File: src/rtl/rv32_mem_arbiter_if.sv
// Bus bundle for rv32_mem_arbiter: fetch request/response, mem-stage
// request/response and the shared memory port.
// The slave modport is the arbiter's view. The master modport is the view
// of everything around it: requesters and memory.
interface rv32_mem_arbiter_if #(
   parameter int ADDR_WIDTH = 32
);
   logic                  instr_valid_in;
   logic                  instr_ready_out;
   logic [ADDR_WIDTH-1:0] instr_addr_in;
   logic                  instr_rvalid_out;
   logic [31:0]           instr_rdata_out;

   logic                  data_valid_in;
   logic                  data_ready_out;
   logic [ADDR_WIDTH-1:0] data_addr_in;
   logic                  data_write_in;
   logic [31:0]           data_wdata_in;
   logic [3:0]            data_wmask_in;
   logic                  data_rvalid_out;
   logic [31:0]           data_rdata_out;

   logic                  mem_valid_out;
   logic                  mem_ready_in;
   logic [ADDR_WIDTH-1:0] mem_addr_out;
   logic                  mem_write_out;
   logic [31:0]           mem_wdata_out;
   logic [3:0]            mem_wmask_out;
   logic [31:0]           mem_rdata_in;

   modport slave (
      input  instr_valid_in, instr_addr_in,
      input  data_valid_in, data_addr_in, data_write_in, data_wdata_in, data_wmask_in,
      input  mem_ready_in, mem_rdata_in,
      output instr_ready_out, instr_rvalid_out, instr_rdata_out,
      output data_ready_out, data_rvalid_out, data_rdata_out,
      output mem_valid_out, mem_addr_out, mem_write_out, mem_wdata_out, mem_wmask_out
   );

   modport master (
      output instr_valid_in, instr_addr_in,
      output data_valid_in, data_addr_in, data_write_in, data_wdata_in, data_wmask_in,
      output mem_ready_in, mem_rdata_in,
      input  instr_ready_out, instr_rvalid_out, instr_rdata_out,
      input  data_ready_out, data_rvalid_out, data_rdata_out,
      input  mem_valid_out, mem_addr_out, mem_write_out, mem_wdata_out, mem_wmask_out
   );
endinterface

File: src/rtl/rv32_mem_arbiter.sv
// rv32_mem_arbiter: shares one single-ported, variable-latency memory between
// instruction fetch and the mem stage. Only one transaction is outstanding at a
// time. By default data requests have strict priority over fetch.
// Optional macro RV32_ARB_FAIR_EN: after MAX_DATA_STREAK contested data grants,
// the next contested grant goes to fetch.
module rv32_mem_arbiter #(
   parameter int ADDR_WIDTH      = 32,
   parameter int MAX_DATA_STREAK = 4
) (
   input  logic                   clk,
   input  logic                   reset,
   rv32_mem_arbiter_if.slave      bus
);

   localparam logic [1:0] S_IDLE   = 2'd0;
   localparam logic [1:0] S_BUSY_I = 2'd1;
   localparam logic [1:0] S_BUSY_D = 2'd2;

   if (MAX_DATA_STREAK < 1) begin : g_bad_streak
      $error("rv32_mem_arbiter: MAX_DATA_STREAK must be at least 1");
   end

   logic [1:0]            state_q, state_d;
   logic [ADDR_WIDTH-1:0] addr_q, addr_d;
   logic                  write_q, write_d;
   logic [31:0]           wdata_q, wdata_d;
   logic [3:0]            wmask_q, wmask_d;
   logic                  instr_rvalid_q, instr_rvalid_d;
   logic [31:0]           instr_rdata_q, instr_rdata_d;
   logic                  data_rvalid_q, data_rvalid_d;
   logic [31:0]           data_rdata_q, data_rdata_d;

   logic                  grant_data;
   logic                  grant_instr;
   logic                  force_instr;

`ifdef RV32_ARB_FAIR_EN
   localparam int STREAK_W = $clog2(MAX_DATA_STREAK + 1);
   localparam logic [STREAK_W-1:0] STREAK_MAX = STREAK_W'(MAX_DATA_STREAK);

   logic [STREAK_W-1:0] streak_q, streak_d;

   // Fetch is forced in once data has won MAX_DATA_STREAK contested grants in a row
   always_comb begin
      force_instr = (streak_q == STREAK_MAX) && bus.instr_valid_in && bus.data_valid_in;
   end

   // Count contested data grants (saturating). Any other grant restarts the streak
   always_comb begin
      streak_d = streak_q;
      if (grant_data && bus.instr_valid_in) begin
         streak_d = (streak_q == STREAK_MAX) ? streak_q : streak_q + 1'b1;
      end else if (grant_data || grant_instr) begin
         streak_d = '0;
      end
   end

   // Streak counter register
   always_ff @(posedge clk) begin
      if (reset) streak_q <= '0;
      else       streak_q <= streak_d;
   end
`else
   // Without the fairness option data always wins a contested grant
   always_comb begin
      force_instr = 1'b0;
   end
`endif

   // Grant decision: only taken in IDLE. Data wins unless fetch is being forced in
   always_comb begin
      grant_data  = (state_q == S_IDLE) && bus.data_valid_in && !force_instr;
      grant_instr = (state_q == S_IDLE) && bus.instr_valid_in && (!bus.data_valid_in || force_instr);
   end

   // Next-state, request latch and response generation
   always_comb begin
      state_d        = state_q;
      addr_d         = addr_q;
      write_d        = write_q;
      wdata_d        = wdata_q;
      wmask_d        = wmask_q;
      instr_rvalid_d = 1'b0;
      instr_rdata_d  = instr_rdata_q;
      data_rvalid_d  = 1'b0;
      data_rdata_d   = data_rdata_q;
      case (state_q)
         S_IDLE: begin
            if (grant_data) begin
               addr_d  = bus.data_addr_in;
               write_d = bus.data_write_in;
               wdata_d = bus.data_wdata_in;
               wmask_d = bus.data_wmask_in;
               state_d = S_BUSY_D;
            end else if (grant_instr) begin
               addr_d  = bus.instr_addr_in;
               write_d = 1'b0;
               wdata_d = 32'd0;
               wmask_d = 4'd0;
               state_d = S_BUSY_I;
            end
         end
         S_BUSY_I: begin
            if (bus.mem_ready_in) begin
               instr_rvalid_d = 1'b1;
               instr_rdata_d  = bus.mem_rdata_in;
               state_d        = S_IDLE;
            end
         end
         S_BUSY_D: begin
            if (bus.mem_ready_in) begin
               data_rvalid_d = 1'b1;
               data_rdata_d  = write_q ? 32'd0 : bus.mem_rdata_in;
               state_d       = S_IDLE;
            end
         end
         default: state_d = S_IDLE;
      endcase
   end

   // State, latched request and registered responses
   always_ff @(posedge clk) begin
      if (reset) begin
         state_q        <= S_IDLE;
         addr_q         <= '0;
         write_q        <= 1'b0;
         wdata_q        <= 32'd0;
         wmask_q        <= 4'd0;
         instr_rvalid_q <= 1'b0;
         instr_rdata_q  <= 32'd0;
         data_rvalid_q  <= 1'b0;
         data_rdata_q   <= 32'd0;
      end else begin
         state_q        <= state_d;
         addr_q         <= addr_d;
         write_q        <= write_d;
         wdata_q        <= wdata_d;
         wmask_q        <= wmask_d;
         instr_rvalid_q <= instr_rvalid_d;
         instr_rdata_q  <= instr_rdata_d;
         data_rvalid_q  <= data_rvalid_d;
         data_rdata_q   <= data_rdata_d;
      end
   end

   // Output drive: readies are combinational grants held low during reset
   always_comb begin
      bus.instr_ready_out  = grant_instr && !reset;
      bus.data_ready_out   = grant_data && !reset;
      bus.instr_rvalid_out = instr_rvalid_q;
      bus.instr_rdata_out  = instr_rdata_q;
      bus.data_rvalid_out  = data_rvalid_q;
      bus.data_rdata_out   = data_rdata_q;
      bus.mem_valid_out    = (state_q != S_IDLE);
      bus.mem_addr_out     = addr_q;
      bus.mem_write_out    = write_q;
      bus.mem_wdata_out    = wdata_q;
      bus.mem_wmask_out    = wmask_q;
   end

endmodule

File: src/flat_wrapper.sv
// flat-port wrapper written by rule: the top's interface ports become plain ports
module rv32_mem_arbiter_flat 
#(
   parameter int ADDR_WIDTH      = 32,
   parameter int MAX_DATA_STREAK = 4
)
  (clk, reset, bus_instr_valid_in, bus_instr_addr_in, bus_data_valid_in, bus_data_addr_in, bus_data_write_in, bus_data_wdata_in, bus_data_wmask_in, bus_mem_ready_in, bus_mem_rdata_in, bus_instr_ready_out, bus_instr_rvalid_out, bus_instr_rdata_out, bus_data_ready_out, bus_data_rvalid_out, bus_data_rdata_out, bus_mem_valid_out, bus_mem_addr_out, bus_mem_write_out, bus_mem_wdata_out, bus_mem_wmask_out);
  rv32_mem_arbiter_if #(.ADDR_WIDTH(ADDR_WIDTH)) bus_i ();
  input  logic clk;
  input  logic reset;
  input wire logic [$bits(bus_i.instr_valid_in)-1:0] bus_instr_valid_in;
  input wire logic [$bits(bus_i.instr_addr_in)-1:0] bus_instr_addr_in;
  input wire logic [$bits(bus_i.data_valid_in)-1:0] bus_data_valid_in;
  input wire logic [$bits(bus_i.data_addr_in)-1:0] bus_data_addr_in;
  input wire logic [$bits(bus_i.data_write_in)-1:0] bus_data_write_in;
  input wire logic [$bits(bus_i.data_wdata_in)-1:0] bus_data_wdata_in;
  input wire logic [$bits(bus_i.data_wmask_in)-1:0] bus_data_wmask_in;
  input wire logic [$bits(bus_i.mem_ready_in)-1:0] bus_mem_ready_in;
  input wire logic [$bits(bus_i.mem_rdata_in)-1:0] bus_mem_rdata_in;
  output wire logic [$bits(bus_i.instr_ready_out)-1:0] bus_instr_ready_out;
  output wire logic [$bits(bus_i.instr_rvalid_out)-1:0] bus_instr_rvalid_out;
  output wire logic [$bits(bus_i.instr_rdata_out)-1:0] bus_instr_rdata_out;
  output wire logic [$bits(bus_i.data_ready_out)-1:0] bus_data_ready_out;
  output wire logic [$bits(bus_i.data_rvalid_out)-1:0] bus_data_rvalid_out;
  output wire logic [$bits(bus_i.data_rdata_out)-1:0] bus_data_rdata_out;
  output wire logic [$bits(bus_i.mem_valid_out)-1:0] bus_mem_valid_out;
  output wire logic [$bits(bus_i.mem_addr_out)-1:0] bus_mem_addr_out;
  output wire logic [$bits(bus_i.mem_write_out)-1:0] bus_mem_write_out;
  output wire logic [$bits(bus_i.mem_wdata_out)-1:0] bus_mem_wdata_out;
  output wire logic [$bits(bus_i.mem_wmask_out)-1:0] bus_mem_wmask_out;
  assign bus_i.instr_valid_in = bus_instr_valid_in;
  assign bus_i.instr_addr_in = bus_instr_addr_in;
  assign bus_i.data_valid_in = bus_data_valid_in;
  assign bus_i.data_addr_in = bus_data_addr_in;
  assign bus_i.data_write_in = bus_data_write_in;
  assign bus_i.data_wdata_in = bus_data_wdata_in;
  assign bus_i.data_wmask_in = bus_data_wmask_in;
  assign bus_i.mem_ready_in = bus_mem_ready_in;
  assign bus_i.mem_rdata_in = bus_mem_rdata_in;
  assign bus_instr_ready_out = bus_i.instr_ready_out;
  assign bus_instr_rvalid_out = bus_i.instr_rvalid_out;
  assign bus_instr_rdata_out = bus_i.instr_rdata_out;
  assign bus_data_ready_out = bus_i.data_ready_out;
  assign bus_data_rvalid_out = bus_i.data_rvalid_out;
  assign bus_data_rdata_out = bus_i.data_rdata_out;
  assign bus_mem_valid_out = bus_i.mem_valid_out;
  assign bus_mem_addr_out = bus_i.mem_addr_out;
  assign bus_mem_write_out = bus_i.mem_write_out;
  assign bus_mem_wdata_out = bus_i.mem_wdata_out;
  assign bus_mem_wmask_out = bus_i.mem_wmask_out;
  rv32_mem_arbiter #(.ADDR_WIDTH(ADDR_WIDTH), .MAX_DATA_STREAK(MAX_DATA_STREAK)) u_core (.clk(clk), .reset(reset), .bus(bus_i));
endmodule
File: config.mk
export PLATFORM = sky130hd
export DESIGN_NAME = rv32_mem_arbiter_flat
export DESIGN_NICKNAME = d
export VERILOG_FILES = /design/src/rtl/rv32_mem_arbiter_if.sv /design/src/rtl/rv32_mem_arbiter.sv /design/src/flat_wrapper.sv
export SDC_FILE = /design/constraint.sdc
export NUM_CORES = 1
export LEC_CHECK = 0
export ABC_AREA = 1
export CORE_MARGIN = 5
export CORE_UTILIZATION = 39
export CTS_CLUSTER_DIAMETER = 50
export DETAILED_ROUTE_END_ITERATION = 7
export PLACE_DENSITY = 0.87
export SYNTH_ARGS = -nofsm -noshare
export SYNTH_HDL_FRONTEND = slang
export SYNTH_SLANG_ARGS = --single-unit
File: constraint.sdc
create_clock -name clk -period 1.5 [get_ports clk]
set_input_delay 0.225 -clock clk [delete_from_list [all_inputs] [get_ports clk]]
set_output_delay 0.225 -clock clk [all_outputs]
set_load 0.01 [all_outputs]
[After elaboration in Yosys (flattened, before gate mapping)]
Index checks and enable logic that the tools add are counted.
Operators by class
  mux-type cells: 14
  equality and inequality tests: 4
  reductions and logical operators: 17
  bitwise operators: 2
Operator list (number)
  32-bit 2-to-1 mux: 5
  4-bit 2-to-1 mux: 2
  2-bit AND reduction: 4
  2-bit 2-to-1 mux: 3
  2-bit OR reduction: 3
  1-bit logical AND: 5
  2-bit one-hot mux with 2 select lines: 1
  2-bit nonzero test: 2
  1-bit 2-to-1 mux: 3
  3-bit by 1-bit inequality test with 1-bit output (second input constant): 1
  2-bit by 1-bit == test with 1-bit output (second input constant): 1
  2-bit == test (second input constant): 1
  1-bit zero test: 2
  2-bit zero test: 1
  2-bit by 1-bit inequality test with 1-bit output (second input constant): 1
  1-bit NOT: 2
Storage, ports and cells
  output and inout port bits: 138
  input bits: 138
  register bits after elaboration: 137
  word-level logic and storage cells: 46

[Longest topological paths before layout]
Gate-level depths: netlist of run 1.
  depth after elaboration: 6
  mapped depth: 9
  gate-level depth less buffers: 7

[Worst setup path after synthesis of run 1]
No wires, ideal clock.
  path kind: register to register
  start point: reg u_core.state_q[0]
  end point: reg u_core.addr_q[0] (netlist: u_core.bus.mem_addr_out[0])
  library setup time: 0.120 ns
  setup slack: 0.176 ns
  stages on the path, launching flop included: 10
  buffers on the path: 3
  arrival time: 1.204 ns
  cell sequence: dfxtp_1 > inv_1 > ha_1 > buf_4 > nand2_4 > nor2_4 > buf_6 > buf_6 > nand2_1 > nand3_1
Between the ends
  word-level cells in the longest chain between the ends: 5
  elaborated cells on any way between the ends: 7
  those cells by class: 1 x mux; 6 x reduce/logical
Ends and longest elaborated chain
  start: declaration: line rv32_mem_arbiter.sv:23  | logic [1:0] state_q, state_d;
  start signal: assignment: line rv32_mem_arbiter.sv:134  | state_q <= state_d;
  2-bit zero test *: line rv32_mem_arbiter.sv:72, rv32_mem_arbiter.sv:73, rv32_mem_arbiter.sv:87
  1-bit logical AND (2 in series): line rv32_mem_arbiter.sv:73  | grant_instr = (state_q == S_IDLE) && bus.instr_valid_in && (!bus.data_valid_in || force_instr);
  2-bit nonzero test (no source line)
  2-bit AND reduction (no source line)
  end signal: assignment: line rv32_mem_arbiter.sv:135  | addr_q <= addr_d;
  end: declaration: line rv32_mem_arbiter.sv:24  | logic [ADDR_WIDTH-1:0] addr_q, addr_d;
Every way passes the cells marked *; elsewhere a longest branch is shown, timed or not.
A chain may end at the register's enable or synchronous reset.

[Final worst setup path of run 1]
  start point: reg u_core.state_q[0]
  end point: out bus_instr_ready_out
Between the ends
  word-level cells in the longest chain between the ends: 4
Ends and longest elaborated chain
  2-bit zero test: line rv32_mem_arbiter.sv:73
  1-bit logical AND (2 in series): line rv32_mem_arbiter.sv:73
  1-bit logical AND: line rv32_mem_arbiter.sv:148  | bus.instr_ready_out = grant_instr && !reset;
  end: declaration: line flat_wrapper.sv:20  | output wire logic [$bits(bus_i.instr_ready_out)-1:0] bus_instr_ready_out;
Every way passes these cells.

==> results.json, run 1 <==
{
  "status": "finished, violations left",
  "failed_checks": "negative setup slack",
  "hold_ws_ps": 366,
  "startpoint_type": "register",
  "rsz0062_at_grt": "yes",
  "ys_types": 20,
  "seqPwrFrac": 0.368,
  "grt_use_total": 0.220,
  "p_int_uw": 8280,
  "ys_warn_count": 0,
  "hold_class": "in -> reg",
  "finalClockSkew_ps": 7.33,
  "dr.pass1.iters": 5,
  "dpl_cell_area_mm2": 0.00838,
  "setup_ws_ps": -108,
  "min_period_ps": 1610,
  "wl_per_cell_um": 16.9,
  "p_sw_frac": 0.269,
  "hold_buffers": 0,
  "wl_met2_um": 9820,
  "worst_pin_slew_ps": 359,
  "dp_hpwl_um": 13300,
  "first_global_vias": 5450,
  "cts_max_path_buffers": 2,
  "met1Wirelength_um": 7140,
  "cts_buffers": 17,
  "clk_latency_ps": 420,
  "drive_gt1_frac": 0.137,
  "clock.fmax_mhz": 622,
  "io_pins": 276,
  "vias": 5843,
  "fin_crit_sh": 1.07,
  "ys_seq_elements": 137,
  "power_density_mw_per_mm2": 1230,
  "min_path_cells": 3,
  "drtIter0Drc": 315,
  "grt_overflow": 0,
  "r2r_cells": 8,
  "cts_tree": "yes",
  "core-area_mm2": 0.0131,
  "portBuffers": 275,
  "cts_htree_levels": 4,
  "max-vdd-ir-drop_mv": 0.663,
  "num_rows": 42,
  "yosysSeqAreaShare": 0.528,
  "end_kind": "primary output",
  "syn_nets": 806,
  "antenna_found_initial": 2,
  "setup_violations": 31,
  "drt-total-wl_um": 19500,
  "drt-vias-per-instance": 5.08,
  "route.met3.wl_um": 1820,
  "path_cells": "inv_2, ha_4, nand2_1, nor3_2, buf_2",
  "mostFrequentLayoutCells": "nand2_1 (161), clkdlybuf4s50_1 (137), dlygate4sd2_1 (135), dfxtp_1 (135), nand3_1 (92)",
  "synth_cells": 665,
  "syn_area_mm2": 0.00520,
  "place.gp.congestion": 0.766,
  "final_common_cell": "nand2_1",
  "crit_required_ps": 1270,
  "pre_cts_ws_ps": -310,
  "pwr-share-clk": 0.402,
  "path_max_fanout": 3,
  "initial_core_util": 0.396,
  "nets": 1104,
  "final_design_area_no_fill_mm2": 0.00921,
  "route.top_layer_used": "met5",
  "critPathArrivalTime_ps": 1380,
  "pwr-share-comb": 0.230,
  "drc": 0,
  "p_leak_uw": 0.00426,
  "max_cap_violations": 0,
  "maxSlewViolCount": 0,
  "avgSynthCellArea_um2": 7.81,
  "netSwitchingPower_uw": 3050,
  "grt_max_degree": 53,
  "critPathKind": "reg -> out",
  "critPathMaxStageDelay_ps": 320,
  "area_growth_pct": 77.3,
  "cts_sinks": 137,
  "fp.dieW_um": 125,
  "dieArea_mm2": 0.0157,
  "maxSlewHeadroom": 0.758,
  "clk_pin_slew_worst_paths_ps": 60,
  "root_buffer": "clkbuf_16",
  "cpMaxStageDelayCell": "dfxtp_2",
  "finalPower_uw": 11300,
  "ant_nets": 0,
  "die_height_um": 125,
  "hold_viol_final": 0,
  "grt_pass1_wl_um": 27700
}
## worst paths after layout
check,startpoint,to,slack (ps)
setup reg to reg,u_core.state_q[0],u_core.bus.mem_addr_out[18],-40
hold / removal,bus_data_wmask_in[2],u_core.bus.mem_wmask_out[2],370
setup / recovery,u_core.state_q[0],bus_instr_ready_out,-110
hold reg to reg,u_core.bus.mem_addr_out[29],u_core.bus.mem_addr_out[29],460
## final cells by class
class | count | area, µm²
multi-input combinational | 465 | 2250
clock inverter | 12 | 198
clock buffer | 18 | 439
inverter | 10 | 42.5
timing repair buffer | 332 | 3310
antenna | 1 | 2.50
sequential | 137 | 2750
tap | 176 | 220
fill | 1030 | 3920
## layer usage
| metal | global-route usage | vias up |
|---|---|---|
| li1 | - | 2820 |
| met1 | 0.227 | 2692 |
| met2 | 0.394 | 275 |
| met3 | 0.0968 | 54 |
| met4 | 0.0835 | 2 |
| met5 | 0 | - |
## critical path: cells and delay by family, from the launching register on
family	cells	cell delay, ps
adder cells (fa/ha/maj)	1	160
AND/OR/NAND/NOR	2	240
buffers and inverters	2	240
flip-flops	1	320
## synthesized netlist by cell type
| cell type | number | area (µm²) |
|---|---|---|
| buf_1 | 1 | 3.75 |
| nor2_1 | 67 | 251 |
| nor2_4 | 3 | 33.8 |
| dfxtp_1 | 137 | 2740 |
| buf_6 | 6 | 67.6 |
| nor3_1 | 1 | 5.00 |
| inv_1 | 8 | 30.0 |
| o21ai_2 | 1 | 8.76 |
| buf_2 | 22 | 110 |
| ha_1 | 3 | 37.5 |
| clkbuf_1 | 19 | 71.3 |
| nand4_1 | 27 | 169 |
| inv_2 | 2 | 7.51 |
| buf_4 | 5 | 37.5 |
| o21ai_1 | 12 | 60.1 |
| nand3_1 | 92 | 460 |
| nand2_4 | 1 | 11.3 |
| a21oi_1 | 6 | 30.0 |
| o21ai_0 | 90 | 450 |
| nand2_1 | 162 | 608 |
## registers in the layout, indices dropped and copies added (netlist names)
signal / flops
u_core.bus.mem_addr_out: 32
u_core.bus.instr_rvalid_out: 1
u_core.bus.data_rvalid_out: 1
u_core.bus.instr_rdata_out: 32
u_core.bus.mem_write_out: 1
u_core.bus.mem_wdata_out: 32
u_core.bus.data_rdata_out: 32
u_core.state_q: 2
u_core.bus.mem_wmask_out: 4
## cells by family (layout without fill, tap and decap cells)
logic type / count (synthesis) / count (layout) / share of synthesized area
adders and majority gates: 3 / 3 / 0.00722
and+or+nand+nor: 353 / 353 / 0.296
buffers and inverters: 63 / 372 / 0.0631
AOI/OAI and AO/OA: 109 / 109 / 0.106
DFF: 137 / 137 / 0.528
other: 0 / 1 / 0
## power groups by stage
stage,Clock (µW),Combinational [µW],Sequential [µW]
after floorplan,0,862,4380
after global placement,0,2480,4220
after detailed placement,0,2510,4240
after CTS,4590,2330,4150
after global routing,4740,2810,4210
final,4550,2610,4170
## through the flow
step                cells  setup TNS (ps)   util
finish               1151            -534  0.701
global route         1151           -6340  0.701
CTS                  1138           -2020  0.676
detailed placement   1108          -20800  0.638
global placement     1108          -19040  0.638
floorplan             665               0      -
## timing repair
action                     CTS  global route
gates resized for setup    160            44
setup endpoints to repair  209            92
cloned                       0             7
buffers inserted             0             5
pin swaps                    2             3
(Power assumes the default switching activity.)
==> run 2: changes to the inputs <==
Settings changed: PLACE_DENSITY 0.87 to 0.8.
==> run 2 against run 1 <==
  * Non-clock buffer count is 6 lower
  * Critical path depth is 4 higher
  * First-iteration DRC count up 3.5%
  * Sequential share of layout area rose by 0.75 points
  * Global-route usage down 0.19 points
  * Cell area fell by 2.4%
  * Fmax increased by 2.3%
  * Routed wire length fell by 4.4%
  * Core utilization is 1.7 points lower
  * Combinational power about the same
  * The run still ends with negative setup slack left
  * Power fell by 3.5%
  * Register-to-register slack got worse by 30 ps
==> results.json, run 2 (synthesis gave the netlist of run 1 again) <==
{
  "cts_buffers": 17,
  "dieArea_mm2": 0.0157,
  "wl_per_cell_um": 16.3,
  "die_height_um": 125,
  "status": "finished, violations left",
  "first_global_vias": 5446,
  "dpl_cell_area_mm2": 0.00829,
  "clk_pin_slew_worst_paths_ps": 60,
  "failed_checks": "negative setup slack",
  "r2r_cells": 9,
  "postLayoutCoreUtil": 0.684,
  "hold_class": "in -> reg",
  "finalClockSkew_ps": 8.51,
  "fp.dieW_um": 125,
  "cts_tree": "yes",
  "fillers": 1093,
  "fin_crit_sh": 1.05,
  "drc": 0,
  "grt_use_total": 0.218,
  "multi_input_area_mm2": 0.00216,
  "drt-total-wl_um": 18600,
  "critPathKind": "reg -> reg",
  "dr.pass1.iters": 4,
  "grt_overflow": 0,
  "drive_gt1_frac": 0.110,
  "initial_core_util": 0.396,
  "startpoint_type": "register",
  "root_buffer": "clkbuf_16",
  "crit_required_ps": 1800,
  "area_growth_pct": 73.0,
  "core-area_mm2": 0.0131,
  "p_leak_uw": 0.00418,
  "pre_cts_ws_ps": -341,
  "mostFrequentLayoutCells": "nand2_1 (161), clkdlybuf4s50_1 (137), dfxtp_1 (135)",
  "end_kind": "register",
  "antenna_found_initial": 0,
  "rsz0062_at_grt": "yes",
  "cts_htree_levels": 4,
  "final_design_area_no_fill_mm2": 0.00899,
  "worst_pin_slew_ps": 294,
  "maxSlewViolCount": 0,
  "dp_hpwl_um": 12800,
  "drt-vias-per-instance": 4.97,
  "num_rows": 42,
  "max-vdd-ir-drop_mv": 0.676,
  "path_max_fanout": 11,
  "max_cap_violations": 0,
  "final_common_cell": "nand2_1",
  "drtIter0Drc": 326,
  "critPathArrivalTime_ps": 1870,
  "grt_max_degree": 51,
  "power_density_mw_per_mm2": 1220,
  "tns_ps": -1810,
  "setup_violations": 38,
  "clk_latency_ps": 410,
  "regArea_mm2": 0.00275,
  "io_pins": 276,
  "diodes": 0,
  "cts_max_path_buffers": 2,
  "maxSlewHeadroom": 0.804,
  "nets": 1098,
  "place.gp.congestion": 0.784,
  "ant_nets": 0,
  "min_period_ps": 1570,
  "clock.fmax_mhz": 636,
  "hold_viol_final": 0,
  "min_path_cells": 3,
  "cts_sinks": 137,
  "grt_pass1_wl_um": 27800,
  "setup_ws_ps": -72.0,
  "portBuffers": 275,
  "vias": 5693
}
==> run 2: cell count changes in the layout (fill, tap and decap cells not counted), sizes merged <==
cell	change
buf	-4
bufinv	-3
clkbuf	+3
clkinvlp	-1
diode	-1
dlygate4sd2	-1
dlymetal6s2s	+1
inv	+1
==> run 2: metal layers <==
| layer | track usage | vias to the layer above | routed length [µm] | share of wire |
|---|---|---|---|---|
| li1 | - | 2811 | - | - |
| met1 | 0.251 | 2613 | 7430 | 0.40 |
| met2 | 0.368 | 239 | 9090 | 0.49 |
| met3 | 0.0913 | 30 | 1720 | 0.092 |
| met4 | 0.0721 | 0 | 383 | 0.021 |
| met5 | 0 | - | 0 | 0 |
==> run 2: layout make-up <==
cell class                 count  area share
clock inverter                 9      0.0124
inverter                      10     0.00459
sequential                   137       0.305
multi-input combinational    465       0.241
tap                          176      0.0245
timing repair buffer         326       0.358
clock buffer                  23      0.0543
==> run 2: path summary, 6_finish.rpt <==
| path | startpoint | endpoint | slack (ps) |
|---|---|---|---|
| setup / recovery | u_core.state_q[1] | u_core.bus.mem_wdata_out[1] | -70 |
| hold / removal | bus_data_wmask_in[1] | u_core.bus.mem_wmask_out[1] | 360 |
| setup reg to reg | u_core.state_q[1] | u_core.bus.mem_wdata_out[1] | -70 |
| hold reg to reg | u_core.bus.mem_addr_out[26] | u_core.bus.mem_addr_out[26] | 460 |
==> run 2: power by group <==
group	switching, µW	internal [µW]
combinational	1270	1310
clock	1570	2630
sequential	165	3990
==> run 2: stage by stage <==
stage / total power [µW] / hold WS [ps] / std cells
after floorplan: 5240 / 338 / 665
after global placement: 6690 / 449 / 1103
after detailed placement: 6720 / 455 / 1103
after CTS: 10700 / 346 / 1138
after global routing: 11400 / 354 / 1146
final: 10900 / 364 / 1146
==> run 2: repair_timing <==
action | in CTS | in global routing
setup endpoints to repair | 168 | 92
gates cloned | 0 | 5
buffers inserted | 3 | 3
hold buffers | 0 | 0
pin swaps | 2 | 2
resized for setup | 158 | 17
==> run 2: critical path: stages (launching register included) <==
cell,delay [ps]
dfxtp_2,320
inv_2,70
ha_4,160
buf_4,150
inv_4,40
buf_4,130
nor2_4,230
buf_12,150
clkbuf_16,150
o21ai_0,70
